$ cat src/rtl/rmii_loop_pkg.sv
// rtl/rmii_loop_pkg.sv - shared state type and legal-parameter constants for the RMII loop delay
package rmii_loop_pkg;

  typedef enum logic [1:0] {
    ST_IDLE  = 2'd0,
    ST_FRAME = 2'd1,
    ST_DROP  = 2'd2
  } state_e;

  localparam int DW_RMII   = 2;
  localparam int DW_MII    = 4;
  localparam int DELAY_MIN = 1;
  localparam int DELAY_MAX = 32;

  function automatic logic dw_legal(input int dw);
    return (dw == DW_RMII) || (dw == DW_MII);
  endfunction

  function automatic logic delay_legal(input int dly);
    return (dly >= DELAY_MIN) && (dly <= DELAY_MAX);
  endfunction

endpackage

$ cat src/rtl/rmii_dly_line.sv
// rtl/rmii_dly_line.sv - fixed-depth shift register with an occupancy flag taken from one bit of each stage
module rmii_dly_line #(
  parameter int W     = 4,
  parameter int DEPTH = 1,
  parameter int VBIT  = W - 1
) (
  input  logic         clk_i,
  input  logic         rst_l_i,
  input  logic [W-1:0] din_i,
  output logic [W-1:0] dout_o,
  output logic         occ_o
);

  logic [W-1:0] stage_q [DEPTH];

  always_ff @(posedge clk_i or negedge rst_l_i) begin
    if (!rst_l_i) begin
      for (int i = 0; i < DEPTH; i++) begin
        stage_q[i] <= '0;
      end
    end else begin
      stage_q[0] <= din_i;
      for (int i = 1; i < DEPTH; i++) begin
        stage_q[i] <= stage_q[i-1];
      end
    end
  end

  assign dout_o = stage_q[DEPTH-1];

  always_comb begin
    occ_o = 1'b0;
    for (int i = 0; i < DEPTH; i++) begin
      occ_o = occ_o | stage_q[i][VBIT];
    end
  end

endmodule

$ cat src/rtl/rmii_loop_dly.sv
// rtl/rmii_loop_dly.sv - RMII/MII loopback with programmable latency, frame drop and error injection
module rmii_loop_dly
  import rmii_loop_pkg::*;
#(
  parameter int DW    = 2,
  parameter int DELAY = 1,
  parameter int CNT_W = 16
) (
  input  logic             refclk,
  input  logic             rst_l,
  input  logic [DW-1:0]    txd,
  input  logic             tx_en,
  input  logic             loop_en,
  input  logic             inj_err,
  input  logic             drop_req,
  output logic [DW-1:0]    rxd,
  output logic             crs_dv,
  output logic             rx_er,
  output logic [CNT_W-1:0] frame_cnt,
  output logic [CNT_W-1:0] err_cnt,
  output logic             busy
);

  if (!dw_legal(DW)) begin : g_bad_dw
    $error("rmii_loop_dly: DW must be 2 or 4");
  end
  if (!delay_legal(DELAY)) begin : g_bad_delay
    $error("rmii_loop_dly: DELAY must be within 1..32");
  end

  localparam logic [CNT_W-1:0] CNT_ONE = {{(CNT_W-1){1'b0}}, 1'b1};

  function automatic logic [CNT_W-1:0] sat_inc(input logic [CNT_W-1:0] v);
    return (&v) ? v : v + CNT_ONE;
  endfunction

  state_e           state_q, state_d;
  logic             drop_arm_q, drop_arm_d;
  logic             err_arm_q, err_arm_d;
  logic             idle_seen_q, idle_seen_d;
  logic [CNT_W-1:0] frame_cnt_q, frame_cnt_d;
  logic [CNT_W-1:0] err_cnt_q, err_cnt_d;
  logic             entry_valid;
  logic             entry_err;
  logic [DW+1:0]    entry;
  logic [DW+1:0]    dly_out;
  logic             dly_occ;

  // Pulses always set their arm; only a frame start clears one, so pulses
  // mid-frame naturally carry over to the next frame.
  always_comb begin
    state_d     = state_q;
    drop_arm_d  = drop_arm_q | drop_req;
    err_arm_d   = err_arm_q | inj_err;
    idle_seen_d = idle_seen_q | ~tx_en;
    frame_cnt_d = frame_cnt_q;
    err_cnt_d   = err_cnt_q;
    entry_valid = 1'b0;
    entry_err   = 1'b0;
    unique case (state_q)
      ST_IDLE: begin
        // idle_seen_q keeps a frame already in flight at reset release out of FRAME
        if (tx_en && idle_seen_q) begin
          if (!loop_en) begin
            state_d = ST_DROP;
          end else if (drop_arm_q || drop_req) begin
            state_d    = ST_DROP;
            drop_arm_d = 1'b0;
          end else begin
            state_d     = ST_FRAME;
            entry_valid = 1'b1;
            entry_err   = err_arm_q | inj_err;
            err_arm_d   = 1'b0;
            frame_cnt_d = sat_inc(frame_cnt_q);
            if (entry_err) begin
              err_cnt_d = sat_inc(err_cnt_q);
            end
          end
        end
      end
      ST_FRAME: begin
        if (!tx_en) begin
          state_d = ST_IDLE;
        end else begin
          entry_valid = 1'b1;
        end
      end
      ST_DROP: begin
        if (!tx_en) begin
          state_d = ST_IDLE;
        end
      end
      default: state_d = ST_IDLE;
    endcase
  end

  always_ff @(posedge refclk or negedge rst_l) begin
    if (!rst_l) begin
      state_q     <= ST_IDLE;
      drop_arm_q  <= 1'b0;
      err_arm_q   <= 1'b0;
      idle_seen_q <= 1'b0;
      frame_cnt_q <= '0;
      err_cnt_q   <= '0;
    end else begin
      state_q     <= state_d;
      drop_arm_q  <= drop_arm_d;
      err_arm_q   <= err_arm_d;
      idle_seen_q <= idle_seen_d;
      frame_cnt_q <= frame_cnt_d;
      err_cnt_q   <= err_cnt_d;
    end
  end

  assign entry = {entry_valid, entry_err, entry_valid ? txd : {DW{1'b0}}};

  rmii_dly_line #(
    .W     (DW + 2),
    .DEPTH (DELAY),
    .VBIT  (DW + 1)
  ) u_dly_line (
    .clk_i   (refclk),
    .rst_l_i (rst_l),
    .din_i   (entry),
    .dout_o  (dly_out),
    .occ_o   (dly_occ)
  );

  assign crs_dv    = dly_out[DW+1];
  assign rx_er     = dly_out[DW];
  assign rxd       = dly_out[DW-1:0];
  assign frame_cnt = frame_cnt_q;
  assign err_cnt   = err_cnt_q;
  assign busy      = (state_q != ST_IDLE) | dly_occ;

endmodule

$ cat config.mk
export PLATFORM = sky130hd
export DESIGN_NAME = rmii_loop_dly
export DESIGN_NICKNAME = d
export VERILOG_FILES = /design/src/rtl/rmii_loop_pkg.sv /design/src/rtl/rmii_dly_line.sv /design/src/rtl/rmii_loop_dly.sv
export SDC_FILE = /design/constraint.sdc
export NUM_CORES = 1
export LEC_CHECK = 0
export BUFFER_PORTS_ARGS = -buffer_cell sky130_fd_sc_hd__buf_2
export CAP_MARGIN = 20
export CORE_MARGIN = 2
export CORE_UTILIZATION = 53
export DETAILED_ROUTE_END_ITERATION = 12
export GPL_TIMING_DRIVEN = 0
export MAX_ROUTING_LAYER = met4
export PLACE_DENSITY_LB_ADDON = 0.25
export SLEW_MARGIN = 20
export SYNTH_ARGS = -nofsm -noshare
export SYNTH_HDL_FRONTEND = slang
export SYNTH_SLANG_ARGS = --single-unit
$ cat constraint.sdc
create_clock -name refclk -period 2.18 [get_ports refclk]
set_clock_uncertainty 0.1 [all_clocks]
set_input_delay 0.436 -clock refclk [delete_from_list [all_inputs] [get_ports refclk]]
set_output_delay 0.436 -clock refclk [all_outputs]
set_load 0.02 [all_outputs]
==> results of run 1 <==
## worst max-delay path, stage by stage (launching register included)
cell     delay, ps
dfrtp_1        410
inv_2           90
ha_4           160
and4_4         280
nand2_4         90
or4b_4         570
nor2_1         130
xor2_1         160
## worst max path at each step
stage | start | to | slack (ps)
final | state_q[0]$_DFFE_PN0P_ | frame_cnt[14]$_DFFE_PN0P_ | 110
after global routing | state_q[1]$_DFFE_PN0P_ | frame_cnt[12]$_DFFE_PN0P_ | -6
after CTS | state_q[1]$_DFFE_PN0P_ | frame_cnt[12]$_DFFE_PN0P_ | 10
after detailed placement | state_q[1]$_DFFE_PN0P_ | frame_cnt[15]$_DFFE_PN0P_ | -10
after global placement | state_q[1]$_DFFE_PN0P_ | frame_cnt[15]$_DFFE_PN0P_ | 60
after floorplan | state_q[1]$_DFFE_PN0P_ | frame_cnt[15]$_DFFE_PN0P_ | 200
## routing by layer
metal	track usage	vias to the layer above	part of all wire
met3	0.0503	7	0.069
li1	-	700	-
met5	-	-	0
met4	0.0904	0	0.021
met2	0.331	54	0.47
met1	0.263	670	0.44
## area by class of cell
| type | count | area share |
|---|---|---|
| timing repair buffer | 46 | 0.100 |
| sequential | 41 | 0.436 |
| clock inverter | 3 | 0.0277 |
| clock buffer | 5 | 0.0160 |
| buffer | 1 | 0.00479 |
| tap | 46 | 0.0245 |
| multi-input combinational | 126 | 0.383 |
| inverter | 5 | 0.00798 |
## per-stage QoR
step           setup TNS [ps]  instance area, um2  hold slack (ps)  setup WS [ps]  power (mW)
2_1_floorplan               0                1940             40.4            198        1.14
3_3_place_gp                0                2210              368           57.7        1.24
3_5_place_dp            -9.72                2210              377          -9.72        1.26
4_1_cts                     0                2330              124           14.3        1.86
5_1_grt                 -6.05                2350              133          -5.85        1.98
6_report                    0                2350             84.3            112        1.87
## placed cells by master, fill, tap and decap left out, types with 3 or more instances in the layout
| master | n |
|---|---|
| and2_1 | 4 |
| buf_2 | 44 |
| clkbuf_4 | 5 |
| dfrtp_1 | 41 |
| ha_1 | 3 |
| inv_1 | 3 |
| mux2_2 | 6 |
| nand2_1 | 21 |
| nand3_1 | 5 |
| nand4_1 | 10 |
| nor2_1 | 14 |
| nor2_2 | 3 |
| nor3_1 | 5 |
| o21ai_0 | 3 |
| xnor2_1 | 12 |
| xor2_1 | 13 |
## power breakdown
group / internal, mW / leakage, nW / total (mW) / switching (mW)
Combinational: 0.167 / 0.653 / 0.384 / 0.216
Clock: 0.355 / 0.0552 / 0.595 / 0.240
Sequential: 0.825 / 0.546 / 0.896 / 0.0707
## state kept, by name (all words and copies together) (netlist names)
name	cells
frame_cnt	16
err_arm_q	1
idle_seen_q	1
err_cnt	16
u_dly_line.dout_o	4
drop_arm_q	1
state_q	2
## kinds of logic after synthesis
kind of cell,count (synthesis),synth area share
buffers and inverters,6,0.0155
XOR/XNOR,25,0.113
flip-flops,41,0.530
multiplexers,6,0.0349
AND/OR/NAND/NOR,82,0.251
AO/OA/AOI/OAI,9,0.0304
adder cells (fa/ha/maj),4,0.0258
## timing repair
item                                   CTS  global route
endpoints found under the hold margin    0             0
pin swaps                                2             1
setup endpoints to repair                2            10
resized for setup                        2             5
buffers inserted                         1             1
gates cloned                             0             0
==> impl_results.md, run 1 <==
* Result of the run: finished, final reports clean
* Reg-to-reg endpoint: frame_cnt[14]$_DFFE_PN0P_
* Average vias per placed instance at 5.24
* Proportion of register bits with asynchronous set or reset after synthesis at 1.00
* Largest voltage drop on the vdd net at approximately 0.54 mV
* First-pass GRT wire length at approximately 6500 um
* CORE AREA at approximately 0.0034 mm2
* Number of DRC violations after detailed routing at 0
* Layout Utilization at 0.689
* Buffer cell driving the clock tree root: clkbuf_4
* Wire length reported by the detailed router at 3630 um
* Overall overflow remaining after global route at 0
* Max-slew violation total from the final report at 0
* TritonCTS clock tree: done
* Synth cell types at 38
* Reg-to-reg critical path startpoint: state_q[0]$_DFFE_PN0P_
* Part of the Yosys area used for sequential elements at 0.530
* Post-cts hold buffer count at 0
* DRT antenna net count at 0
* Final hold violations at 0
* Depth of the most critical reg-to-reg path at 7
* Setup slack on the worst flop-to-flop path at 110 ps
* Fillcell total at 276
* Arrival time at the worst endpoint at 2240 ps
* Initial cell density of the core at 0.567
* Weighted congestion reported at the end of routability-driven placement at 0.738
* Number of clock sinks seen by CTS at 41
* I/O pin count at 45
* Number of antenna repair diodes at 0
* # setup viols final at 0
* Number of buffer cells added on primary ports at 44
* Vias after detailed routing at approximately 1,400
* Starting DRT DRC Count at 56
* Crit path kind: flip-flop to flip-flop
* Number of global-route vias before repair at ~1,500
* Nets at 238
* Predominant post-synthesis flop cell: dfrtp_1
* Clock insertion delay at the later pin of the skew report at 340 ps
* Number of standard-cell rows in the floorplan at 21
* Max clock buf depth at 2
* Avg Cell Area, Syn at 11.2 um2
* P&R area growth vs syn at 21.4%
* Number of antenna violations at the first check in global routing at 0
* Count of placed standard cells in the final layout, fillers left out at 273
* Fraction of layout instances using a drive strength above 1 at 0.335
* Number of maximum-capacitance violations at 0
* Height of the die at 64.5 um
* Synthesized area at 0.00194 mm2
* Synthesis warning total at 0
* Proportion of netlist area held by the largest area contributor at 0.530
* Total CTS buffers at 5
* Average wire length per cell after detail routing at 13.3 um
* Leakage power of the design at 1.25 nW
* Max FO, Critical Path at 5
* Synth Instances at 173
* Leading post-synthesis cells by instance count: 41 x dfrtp_1, 21 x nand2_1, 16 x nor2_1
* Die outline width at 64.5 um
* Maximum clock frequency at 484 MHz
* Crit path capture type: flip-flop
* Net Count, Synth at 185
* Dominant cell by count in the synthesized netlist: dfrtp_1
* Hold Path Class: input port to asynchronous set/reset pin
* Largest net degree at the start of global routing at 42
* Final worst-path cycle share at 0.949
* Worst Setup Start Kind: flip-flop
* Number of enable-type register cells in the synthesized netlist at 0
* Dpl hpwl at about 2600 um
* Worst Max-Slew Pin Slew at around 860 ps
* Placed Cells at between 200 and 300
* Total global routing track utilization at 0.211
* Number of levels the H-tree was split into at 2
* Data required time of the critical path at 2350 ps
* P per Cell Area at 797 mW/mm2
* Period minus WS final at 2070 ps
* Max-slew headroom at the worst pin at 0.428
* Sequential cell area in the final layout at a little over 0.001 mm2
* Number of synthesized register bits at 41
* Ranking of synthesized cells by area: dfrtp_1 53%, xor2_1 5.9%, xnor2_1 5.4%
* Cell taking the most area after synthesis: dfrtp_1
* Die area at 0.00415 mm2
* Multi-input gate area at 901 um2
* Clock-pin transition on the worst setup and hold timing paths at approximately 120 ps
* DR pass1 iterations at 4
Power figures use the tool's default switching activity.
==> run 2, diff against run 1 <==
ABC_AREA = 1   (was default)
CORE_UTILIZATION = 54   (was 53)
RECOVER_POWER = 50   (was default)
==> impl_results.md, run 2 <==
* Crit path max-delay cell type: dfrtp_1
* Leading post-synthesis cells by instance count: 165 x nand2_1, 41 x dfrtp_1, 38 x nor2_1
* Die outline width at 70.5 um (+9.4%)
* Average vias per placed instance at 5.04 (-3.8%)
* Most frequent standard cell in the layout excluding fill and tap cells: nand2_1
* Number of antenna violations at the first check in global routing at 0 (unchanged)
* CORE AREA at 0.00432 mm2 (+27%)
* Avg Cell Area, Syn at 7.01 um2 (-37%)
* I/O pin count at 45 (unchanged)
* Maximum clock frequency at 505 MHz (+4.4%)
* First-pass GRT wire length at 8760 um (+34%)
* # resized after CTS at 0 (-2)
* Fraction of layout instances using a drive strength above 1 at 0.132 (-0.202)
* Number of enable-type register cells in the synthesized netlist at 0 (unchanged)
* Power after layout at 2.14 mW (+14%)
* P&R area growth vs syn at 16.0%
* TritonCTS clock tree: done
* Number of standard-cell rows in the floorplan at 24 (+14%)
* Data required time of the critical path at 1640 ps (-710 ps)
* Clock insertion delay at the later pin of the skew report at 300 ps (-40 ps)
* Number of buffer cells added on primary ports at 44 (unchanged)
* Worst Setup Start Kind: flip-flop
* Largest stage delay on the critical path at 390 ps (-180 ps)
* DR pass1 iterations at 4 (unchanged)
* Average wire length per cell after detail routing at 11.7 um (-12%)
* Post-Route Hold Slack at 190 ps (+106 ps)
* Proportion of netlist area held by the largest area contributor at 0.429 (-0.101)
* Instance area after placement at 0.00268 mm2 (+21%)
* Count of placed standard cells in the final layout, fillers left out at 445 (+63%)
* # setup viols final at 0 (unchanged)
* Weighted congestion reported at the end of routability-driven placement at 0.892 (+21%)
* Number of global-route vias before repair at 2,059 (+39%)
* Final instance area at 0.00277 mm2 (+18%)
* Height of the die at 70.5 um (+9.4%)
* Cell taking the most area after synthesis: dfrtp_1
* Largest net degree at the start of global routing at 42 (unchanged)
* Number of clock sinks seen by CTS at 41 (unchanged)
* Buffer cell driving the clock tree root: clkbuf_8
* P per Cell Area at 771 mW/mm2 (-3.2%)
* Most frequent CP cell: inv_1
* Number of antenna repair diodes at 0 (unchanged)
* Part of the Yosys area used for sequential elements at 0.429 (-0.101)
* Overall overflow remaining after global route at 0 (unchanged)
* Worst Max-Slew Pin Slew at 1010 ps (+151 ps)
* Worst setup timing slack at the placement stage at 284 ps (+294 ps)
* Crit path capture type: output pin
* Crit path kind: flip-flop to output pin
* Nets at 404 (+70%)
* Post-cts hold buffer count at 0 (unchanged)
* Number of maximum-capacitance violations at 0 (unchanged)
* Synth Instances at 341 (+97%)
* Final worst-path cycle share at 0.909 (-0.0400)
* Max FO, Critical Path at 3 (-2)
* Leakage power of the design at 1.46 nW (+17%)
* Worst-path cell chain: inv_1, ha_1, inv_1, or2_2, buf_2
* Setup fix buffers added after clock tree synthesis at 0 (-1)
* Ranking of synthesized cells by area: dfrtp_1 43%, nand2_1 26%, nor2_1 6.0%
* Number of levels the H-tree was split into at 2 (unchanged)
* Placed Cells at 437 (+66%)
* Total CTS buffers at 5 (unchanged)
* Largest voltage drop on the vdd net at 0.512 mV (-5.6%)
* Hold Path Class: input port to asynchronous set/reset pin
* Synthesized area at 0.00239 mm2 (+23%)
* Max clock buf depth at 2 (unchanged)
* DRT antenna net count at 0 (unchanged)
* Die area at 0.00498 mm2 (+20%)
* Arrival time at the worst endpoint at 1440 ps (-800 ps)
* Wire length reported by the detailed router at 5190 um (+43%)
* Clock-pin transition on the worst setup and hold timing paths at 90 ps (-30 ps)
* Dpl hpwl at 3760 um (+44%)
* Layout Utilization at 0.641 (-0.0472)
* Max-slew headroom at the worst pin at 0.328 (-0.100)
* Setup TNS after final layout at 0 ps (unchanged)
* Synthesis warning total at 0 (unchanged)
* Final hold violations at 0 (unchanged)
* Synth cell types at 24 (-37%)
* Result of the run: finished, final reports clean
* Max-slew violation total from the final report at 0 (unchanged)
* Starting DRT DRC Count at 107 (+91%)
* Dominant cell by count in the synthesized netlist: nand2_1
* Net Count, Synth at 353 (+91%)
* Final critical-path setup slack at 199 ps (+87.1 ps)
* Number of synthesized register bits at 41 (unchanged)
* RSZ-0062 raised after global routing: no
* Number of DRC violations after detailed routing at 0 (unchanged)
* Initial cell density of the core at 0.553 (-0.0141)
* Predominant post-synthesis flop cell: dfrtp_1
* Vias after detailed routing at 2,244 (+57%)
* Total global routing track utilization at 0.228 (+0.0173)
* Period minus WS final at 1980 ps (-87.1 ps)
* Highest-count cells in the layout ignoring fill and taps: 165 x nand2_1, 41 x dfrtp_1, 38 x nor2_1
* Proportion of register bits with asynchronous set or reset after synthesis at 1.00 (unchanged)
run 2: cell count changes after synthesis, sizes merged, moves of 5 or more:
cell / delta
nor2: +25
nand2: +145
mux2: -6
nand3: +9
xor2: -5
and2: -5
xnor2: -6
inv: +25
run 2: final timing paths:
| kind | startpoint | slack [ps] | depth (start not counted) | to |
|---|---|---|---|---|
| worst max-delay path | state_q[1]$_DFFE_PN0P_ | 200 | 5 | busy |
| worst min-delay path | rst_l | 190 | 1 | frame_cnt[12]$_DFFE_PN0P_ |
| worst max register to register | state_q[1]$_DFFE_PN0P_ | 260 | 9 | err_cnt[12]$_DFFE_PN0P_ |
| worst min register to register | idle_seen_q$_DFF_PN0_ | 360 | 2 | idle_seen_q$_DFF_PN0_ |
| max in group asynchronous | rst_l | 1150 | 1 | err_cnt[15]$_DFFE_PN0P_ |
| min in group refclk | txd[0] | 250 | 3 | u_dly_line.dout_o[0]$_DFF_PN0_ |
run 2: where the power goes:
group | internal [mW] | switching, mW | total [mW] | leakage [nW]
Combinational | 0.173 | 0.344 | 0.517 | 0.865
Sequential | 0.856 | 0.121 | 0.977 | 0.541
Clock | 0.374 | 0.272 | 0.645 | 0.0585
run 2: cells by family (layout without fill, tap and decap cells):
family / after synthesis / count (layout) / synth area share
flops: 41 / 41 / 0.429
compound gates: 9 / 9 / 0.0199
buf+inv: 35 / 87 / 0.0638
fa+ha+maj: 4 / 4 / 0.0209
simple gates: 238 / 238 / 0.415
xor+xnor: 14 / 14 / 0.0513
run 2: layout make-up:
cell class / count / area, um2
tap: 52 / 65.1
fill: 395 / 1550
clock inverter: 1 / 30.0
buffer: 5 / 40.0
multi-input combinational: 265 / 1210
timing repair buffer: 44 / 201
inverter: 30 / 113
clock buffer: 7 / 86.3
sequential: 41 / 1030
run 2: metal layers:
metal / GRT usage / up-vias / part of all wire
met5: - / - / 0
met4: 0.0985 / 0 / 0.016
met3: 0.0427 / 9 / 0.041
met2: 0.357 / 52 / 0.48
met1: 0.292 / 1029 / 0.47
li1: - / 1154 / -
run 2: worst max-delay path: cells and delay by family (launching register included):
family                     cells  cell delay (ps)
adders and majority gates      1              180
buffers and inverters          3              330
DFF                            1              390
and+or+nand+nor                1              260
==> run 3, diff against run 2 <==
ABC_AREA = 0   (was 1)
CORE_UTILIZATION = 53   (was 54)
==> impl_results.md, run 3 (same netlist as run 1, synthesis figures left out) <==
* Result of the run: finished, final reports clean
* Fillcell total at 276 (-30%)
* Height of the die at 64.5 um (-8.6%)
* Number of clock sinks seen by CTS at 41 (unchanged)
* Data required time of the critical path at 2350 ps (+710 ps)
* Fraction of layout instances using a drive strength above 1 at 0.335 (+0.202)
* Max clock buf depth at 2 (unchanged)
* Average vias per placed instance at 5.24 (+3.9%)
* Crit path capture type: flip-flop
* First-pass GRT wire length at 6550 um (-25%)
* Average wire length per cell after detail routing at 13.3 um (+14%)
* Max-slew violation total from the final report at 0 (unchanged)
* Total global routing track utilization at 0.211 (-0.0173)
* Number of maximum-capacitance violations at 0 (unchanged)
* DR pass1 iterations at 4 (unchanged)
* Switching portion of total power at 0.281 (-0.0633)
* Leakage power of the design at 1.25 nW (-14%)
* # setup viols final at 0 (unchanged)
* Hold Path Class: input port to asynchronous set/reset pin
* Starting DRT DRC Count at 56 (-48%)
* DRT antenna net count at 0 (unchanged)
* Weighted congestion reported at the end of routability-driven placement at 0.738 (-17%)
* Clock Power Share at 0.317 (+0.015)
* Number of levels the H-tree was split into at 2 (unchanged)
* Most frequent standard cell in the layout excluding fill and tap cells: buf_2
* Period minus WS final at 2070 ps (+87.1 ps)
* Buffer cell driving the clock tree root: clkbuf_4
* TritonCTS clock tree: done
* Setup slack on the worst flop-to-flop path at 110 ps (-150 ps)
* Clock insertion delay at the later pin of the skew report at 340 ps (+40 ps)
* Number of standard-cell rows in the floorplan at 21 (-13%)
* Number of DRC violations after detailed routing at 0 (unchanged)
* Cell Int Power at 1.35 mW (-3.9%)
* Wire length reported by the detailed router at 3630 um (-30%)
* Relative contribution of combinational cells to total power at 0.205 (-0.037)
* Largest voltage drop on the vdd net at 0.543 mV (+6.0%)
* Number of buffer cells added on primary ports at 44 (unchanged)
* Arrival time at the worst endpoint at 2240 ps (+800 ps)
* Number of antenna violations at the first check in global routing at 0 (unchanged)
* P per Cell Area at 797 mW/mm2 (+3.3%)
* Die outline width at 64.5 um (-8.6%)
* Largest net degree at the start of global routing at 42 (unchanged)
* Total CTS buffers at 5 (unchanged)
* Final worst-path cycle share at 0.949 (+0.0400)
* Final hold violations at 0 (unchanged)
* Depth of the most critical reg-to-reg path at 7 (-2)
* Maximum clock frequency at 484 MHz (-4.2%)
* Layout Utilization at 0.689 (+0.0472)
* Reg-to-reg endpoint: frame_cnt[14]$_DFFE_PN0P_
* P&R area growth vs syn at 21.4%
* Max-slew headroom at the worst pin at 0.360 (+0.0324)
* Worst Max-Slew Pin Slew at 960 ps (-48.6 ps)
* Share of total power in sequential cells at 0.478 (+0.021)
* Number of antenna repair diodes at 0 (unchanged)
* Reg-to-reg critical path startpoint: state_q[0]$_DFFE_PN0P_
* Power after layout at 1.87 mW (-12%)
* Initial cell density of the core at 0.567 (+0.0141)
* Vias after detailed routing at 1,431 (-36%)
* Crit path kind: flip-flop to flip-flop
* Highest-count cells in the layout ignoring fill and taps: 43 x buf_2, 41 x dfrtp_1, 21 x nand2_1
* Dpl hpwl at 2620 um (-30%)
* Clock-pin transition on the worst setup and hold timing paths at 120 ps (+30 ps)
* Die area at 0.00415 mm2 (-17%)
* Switching power of the nets at 0.527 mW (-28%)
* Max FO, Critical Path at 5 (+2)
* Number of global-route vias before repair at 1,477 (-28%)
* Overall overflow remaining after global route at 0 (unchanged)
* Worst Setup Start Kind: flip-flop
* Nets at 238 (-41%)
* I/O pin count at 45 (unchanged)
* CORE AREA at 0.00342 mm2 (-21%)
## run 3: changes by cell type in the layout (fill, tap and decap cells not counted), sizes merged, moves of 5 or more
cell	previous run	this run
and2	0	5
buf	33	46
clkbuf	23	6
inv	30	5
mux2	0	6
nand2	167	22
nand3	14	5
nor2	43	18
xnor2	6	12
xor2	8	13
## run 3: metal layers
layer,track usage,up-vias,share of wire
met5,-,-,0
met4,0.0904,0,0.021
met3,0.0503,7,0.069
met2,0.331,54,0.47
met1,0.263,670,0.44
li1,-,700,-
## run 3: how the worst max path moves through the flow
stage                                start                         to  slack [ps]  cells after the start
finish              state_q[0]$_DFFE_PN0P_  frame_cnt[14]$_DFFE_PN0P_         110                      7
global route        state_q[1]$_DFFE_PN0P_  frame_cnt[12]$_DFFE_PN0P_          -6                      7
CTS                 state_q[1]$_DFFE_PN0P_  frame_cnt[12]$_DFFE_PN0P_          10                      7
detailed placement  state_q[1]$_DFFE_PN0P_  frame_cnt[15]$_DFFE_PN0P_         -10                      7
global placement    state_q[1]$_DFFE_PN0P_  frame_cnt[15]$_DFFE_PN0P_          60                      7
floorplan           state_q[1]$_DFFE_PN0P_  frame_cnt[15]$_DFFE_PN0P_         200                      7
## run 3: stage by stage
stage               setup slack, ps  hold WS [ps]  instances  cell area [um2]  TNS [ps]
finish                          112           118        273             2350         0
global route                  -5.85           176        273             2350     -6.05
CTS                            14.3           124        272             2330         0
detailed placement            -9.72           377        263             2210     -9.72
global placement               57.7           368        263             2210         0
floorplan                       198          40.4        173             1940         0
## run 3: layout make-up
type | count | area, um2 | share of cell area
clock buffer | 5 | 37.5 | 0.0160
multi-input combinational | 126 | 901 | 0.383
tap | 46 | 57.6 | 0.0245
timing repair buffer | 46 | 235 | 0.100
inverter | 5 | 18.8 | 0.00798
buffer | 1 | 11.3 | 0.00479
sequential | 41 | 1030 | 0.436
clock inverter | 3 | 65.1 | 0.0277
## run 3: what timing repair did
item	CTS	global route
gates resized for setup	2	5
setup endpoints to repair	2	10
hold endpoints to repair	0	0
pin swaps	2	1
setup buffers	1	1
hold buffers	0	0
## run 3: power groups by stage
stage          Combinational [mW]  Clock, mW  Sequential [mW]
3_5_place_dp                0.350          0            0.911
2_1_floorplan               0.174          0            0.963
4_1_cts                     0.355      0.607            0.897
3_3_place_gp                0.335          0            0.905
6_report                    0.384      0.595            0.896
5_1_grt                     0.421      0.651            0.912
## run 3: critical path, stage by stage (launching register included)
cell     delay, ps
dfrtp_1        410
inv_2           90
ha_4           160
and4_4         280
nand2_4         90
or4b_4         570
nor2_1         130
xor2_1         160
